$ cat src/rtl/seq_word_serializer.sv
// Parallel-to-serial word feeder for the 1010 sequence detector.
// A one-word holding buffer lets the next word follow with no idle gap on x.
module seq_word_serializer #(
    parameter int WIDTH     = 8,
    parameter bit MSB_FIRST = 1'b1,
    parameter bit IDLE_BIT  = 1'b0
) (
    input  logic             clk,
    input  logic             rst_n,
    input  logic [WIDTH-1:0] in_data,
    input  logic             in_valid,
    output logic             in_ready,
    input  logic             flush,
    output logic             x,
    output logic             x_valid,
    output logic             x_last,
    output logic             busy
);

    localparam int CNT_W = $clog2(WIDTH);
    localparam logic [CNT_W-1:0] LAST_CNT = CNT_W'(WIDTH - 1);

    typedef enum logic {
        IDLE  = 1'b0,
        SHIFT = 1'b1
    } state_t;

    state_t           state_q, state_d;
    logic [WIDTH-1:0] shift_q, shift_d;
    logic [WIDTH-1:0] hold_q, hold_d;
    logic             hold_vld_q, hold_vld_d;
    logic [CNT_W-1:0] bit_cnt_q, bit_cnt_d;
    logic             x_q, x_d;
    logic             x_valid_q, x_valid_d;
    logic             x_last_q, x_last_d;

    logic             accept;
    logic             load_en;
    logic [WIDTH-1:0] load_word;
    logic [WIDTH-1:0] next_word;

    // Bit currently at the transmit end of a word image.
    function automatic logic head_bit(input logic [WIDTH-1:0] w);
        return MSB_FIRST ? w[WIDTH-1] : w[0];
    endfunction

    // Moves the following bit to the transmit end.
    function automatic logic [WIDTH-1:0] advance(input logic [WIDTH-1:0] w);
        return MSB_FIRST ? (w << 1) : (w >> 1);
    endfunction

    assign in_ready  = !hold_vld_q && !flush;
    assign accept    = in_valid && in_ready;
    assign busy      = (state_q == SHIFT) || hold_vld_q;
    assign next_word = advance(shift_q);

    always_comb begin
        state_d    = state_q;
        shift_d    = shift_q;
        hold_d     = hold_q;
        hold_vld_d = hold_vld_q;
        bit_cnt_d  = bit_cnt_q;
        x_d        = IDLE_BIT;
        x_valid_d  = 1'b0;
        load_en    = 1'b0;
        load_word  = in_data;

        if (flush) begin
            state_d    = IDLE;
            hold_vld_d = 1'b0;
            bit_cnt_d  = '0;
        end else begin
            case (state_q)
                IDLE: begin
                    if (accept) begin
                        load_en = 1'b1;
                    end
                end
                SHIFT: begin
                    if (bit_cnt_q != LAST_CNT) begin
                        shift_d   = next_word;
                        x_d       = head_bit(next_word);
                        x_valid_d = 1'b1;
                        bit_cnt_d = bit_cnt_q + 1'b1;
                        if (accept) begin
                            hold_d     = in_data;
                            hold_vld_d = 1'b1;
                        end
                    end else if (hold_vld_q) begin
                        // Held word has priority; in_ready is low so nothing new arrives.
                        load_en    = 1'b1;
                        load_word  = hold_q;
                        hold_vld_d = 1'b0;
                    end else if (accept) begin
                        load_en = 1'b1;
                    end else begin
                        state_d   = IDLE;
                        bit_cnt_d = '0;
                    end
                end
                default: begin
                    state_d   = IDLE;
                    bit_cnt_d = '0;
                end
            endcase
        end

        if (load_en) begin
            state_d   = SHIFT;
            shift_d   = load_word;
            x_d       = head_bit(load_word);
            x_valid_d = 1'b1;
            bit_cnt_d = '0;
        end

        x_last_d = x_valid_d && (bit_cnt_d == LAST_CNT);
    end

    always_ff @(posedge clk or negedge rst_n) begin
        if (!rst_n) begin
            state_q    <= IDLE;
            hold_vld_q <= 1'b0;
            bit_cnt_q  <= '0;
            x_q        <= IDLE_BIT;
            x_valid_q  <= 1'b0;
            x_last_q   <= 1'b0;
        end else begin
            state_q    <= state_d;
            hold_vld_q <= hold_vld_d;
            bit_cnt_q  <= bit_cnt_d;
            x_q        <= x_d;
            x_valid_q  <= x_valid_d;
            x_last_q   <= x_last_d;
        end
    end

    // Word images carry no meaning unless the control state says so.
    always_ff @(posedge clk) begin
        shift_q <= shift_d;
        hold_q  <= hold_d;
    end

    assign x       = x_q;
    assign x_valid = x_valid_q;
    assign x_last  = x_last_q;

endmodule
$ cat config.mk
export PLATFORM = sky130hd
export DESIGN_NAME = seq_word_serializer
export DESIGN_NICKNAME = d
export VERILOG_FILES = /design/src/rtl/seq_word_serializer.sv
export SDC_FILE = /design/constraint.sdc
export NUM_CORES = 1
export LEC_CHECK = 0
export BUFFER_PORTS_ARGS = -buffer_cell sky130_fd_sc_hd__buf_4
export CORE_ASPECT_RATIO = 1.5
export CORE_UTILIZATION = 50
export CTS_CLUSTER_SIZE = 16
export DETAILED_ROUTE_END_ITERATION = 16
export PLACE_DENSITY = 0.72
export RECOVER_POWER = 25
export SLEW_MARGIN = 20
export SYNTH_ARGS = -nofsm -noshare
export SYNTH_HDL_FRONTEND = slang
export SYNTH_SLANG_ARGS = --single-unit
export TNS_END_PERCENT = 30
$ cat constraint.sdc
create_clock -name clk -period 2.6 [get_ports clk]
set_input_delay 0.78 -clock clk [delete_from_list [all_inputs] [get_ports clk]]
set_output_delay 0.78 -clock clk [all_outputs]
set_load 0.1 [all_outputs]
==> metrics.md <==
| Metric | Value |
|---|---|
| Antenna Cells | `0` |
| Post-route worst setup slack | `415 ps` |
| Initial antenna violation count | `0` |
| Seq. cell area | `651 um2` |
| Setup Viol. Count Final | `0` |
| Max Root-Sink Buffers | `2` |
| Synthesized area per cell | `14.2 um2` |
| Yosys top cell area share | `41.7%` |
| Final hold violations | `0` |
| R2R depth | `5` |
| Number of synthesis warnings | `0` |
| PortBufs | `16` |
| CTS tree | `built` |
| Total CTS buffers | `3` |
| Die W | `39.9 um` |
| CP Data Arrival Time | `1410 ps` |
| Post-layout util | `61.9%` |
| Kind of critical path | `reg2out` |
| Vias in the first global route | `618` |
| Clock tree root buffer cell | `clkbuf_4` |
| Starting Density | `53.3%` |
| Critical Path Slowest Stage Cell | `dfrtp_1` |
| Worst-skew pair later-pin latency | `300 ps` |
| Xor and xnor area share after synthesis | `0%` |
| Largest family of logic cells by synthesized area | `multiplexers` |
| Area leader, netlist | `edfxtp_1` |
| Mux share of post-synthesis cell area | `15.4%` |
| Pleak | `0.523 nW` |
| Register area share after synthesis | `60.3%` |
| First-pass GRT wire length | `2680 um` |
| Hpwl dp | `1190 um` |
| Adder-Cell Fraction of Synth Area | `2.32%` |
| Met2 usage | `27.6%` |
| R2R setup slack | `490 ps` |
| Outcome | `finished, final reports clean` |
| Cell Area, Synth | `0.00108 mm2` |
| Crit path max fanout | `11` |
| DR iter-0 viols | `9` |
| DIE HEIGHT | `58.9 um` |
| Final Cycle Share | `84.1%` |
| Fillcell total | `160` |
| Clock transition at path regs | `130 ps` |
| Post-Route WL | `1650 um` |
| Post-cts repair resize count | `0` |
| Crit path cell chain | `or2_2, buf_4` |
| Area of the multi-input gates | `414 um2` |
| Synth cell types | `26` |
| Row cnt | `20` |
| DR pass1 iterations | `4` |
| Final nets | `110` |
| Area Growth Syn to Fin | `16.2%` |
| CTS hold repair buffers | `0` |
| Sink Count | `23` |
| Total track usage | `17.0%` |
| DRC violations left | `0` |
| FF-to-FF Start | `bit_cnt_q[0]$_DFF_PN0_` |
| DR vias | `646` |
| Top delay family on crit path | `flip-flops` |
| Grt met1 use | `21.1%` |
| RSZ-0062 raised after global routing | `false` |
| Syn nets | `90` |
| Synth Area in Compound Gates | `9.04%` |
| Maximum clock rate | `0.458 GHz` |
| Largest net degree at the start of global routing | `14` |
| Core area | `0.00203 mm2` |
| WP buf/inv | `1` |
| PD cells | `561 mW/mm2` |
| Setup crit end kind | `output pin` |
| Routing usage on met3 | `2.26%` |
| Max cap viols | `0` |
| Most used routing layer | `met2` |
| RR Endpoint | `shift_q[1]$_DFFE_PP_` |
| Worst Skew | `5.58 ps` |
| Final cell count without fillers | `117` |
| Worst hold path class | `in2async` |
| Tightest Pin Transition | `406 ps` |
| WL/cell | `14.1 um` |
| Synth Instances | `76` |
| Fin crit period | `2190 ps` |
| Final TNS setup | `0 ps` |
| Slew Viols, Final | `0` |
| Final Power | `0.704 mW` |
| Placed cell count | `113` |
| Worst EP required | `1820 ps` |
| Vias/cell | `5.52` |
| Slew headroom | `73.0%` |
| Total gr overflow | `0` |
| H-tree levels | `1` |
| VDD IR max | `0.390 mV` |
| CP peak stage delay | `530 ps` |
| Top cells by area, synth | `edfxtp_1 42%, dfrtp_1 19%, mux2_2 14%` |
| I/O Pins | `17` |
| Layout cells sized above 1 | `40.0%` |
| Pre-CTS setup slack | `481 ps` |
| Postcts setup bufs | `0` |
| Total die area | `0.00235 mm2` |
| Synth Area in Simple Gates | `11.4%` |
| #FFs+latches synth | `23` |
| DRT antenna net count | `0` |
| CP Launch Type | `flop` |
| Final GP Congestion | `0.658` |
[worst register-to-register path: stages, from the launching register on]
cell     delay (ps)
dfrtp_1         440
ha_1            180
ha_1            320
nor2b_1         170
nor3_4          370
mux2_2          390
[per-layer routing]
| metal | vias up | part of all wire [%] |
|---|---|---|
| met5 | - | 0 |
| met4 | 0 | 1.2 |
| met3 | 2 | 2.4 |
| met2 | 10 | 53 |
| met1 | 306 | 43 |
| li1 | 328 | - |
[kinds of logic (layout without fill, tap and decap cells)]
group,after synthesis,count (layout)
AOI/OAI and AO/OA,15,15
adders and majority gates,2,2
buffers and inverters,4,23
DFF,23,23
muxes,15,15
and+or+nand+nor,17,17
[Yosys cell counts (all sizes together)]
master	n
a211oi	1
a21oi	6
a221oi	1
a22o	1
a2bb2oi	1
a31oi	1
buf	2
clkbuf	1
dfrtp	8
edfxtp	15
ha	2
inv	1
mux2	13
mux2i	2
nand2	1
nand2b	3
nand4b	1
nor2	3
nor2b	5
nor3	2
o211ai	2
o21ai	1
o21bai	1
or2	1
or3	1
[how the worst max path moves through the flow]
stage	start	end	slack, ps	depth (start not counted)
after detailed placement	flush	in_ready	480	3
after global placement	flush	in_ready	490	3
after global routing	bit_cnt_q[0]$_DFF_PN0_	shift_q[1]$_DFFE_PP_	330	5
after floorplan	flush	in_ready	40	2
after CTS	state_q$_DFF_PN0_	busy	410	2
final	state_q$_DFF_PN0_	busy	410	2
[through the flow]
step	hold WS (ps)	instance area [um2]
after floorplan	449	1080
after global placement	455	1230
after detailed placement	468	1230
after CTS	261	1260
after global routing	377	1250
final	354	1250
[layout make-up]
type / count / area share (%)
tap: 22 / 2.19
clock buffer: 3 / 1.79
timing repair buffer: 18 / 10.5
sequential: 23 / 51.8
clock inverter: 1 / 0.399
inverter: 1 / 0.299
multi-input combinational: 49 / 33.0
[where the power goes]
group / internal, mW / switching (mW) / total, mW
clock: 0.0573 / 0.104 / 0.161
combinational: 0.0450 / 0.0755 / 0.120
sequential: 0.411 / 0.0121 / 0.423
[placed cells by master (no fill, tap or decap), drive strengths merged, types with 2 or more instances in the layout]
master	netlist	layout
edfxtp	15	15
mux2	13	13
buf	2	13
dfrtp	8	8
clkbuf	1	8
a21oi	6	6
nor2b	5	5
nand2b	3	3
nor2	3	3
mux2i	2	2
o211ai	2	2
ha	2	2
nor3	2	2
[state kept, by name (all words and copies together), names as in the netlist]
signal / flops
x: 1
bit_cnt_q: 3
shift_q: 7
state_q: 1
x_last: 1
hold_q: 8
x_valid: 1
hold_vld_q: 1
No activity file was read; power rests on OpenSTA's default activity.
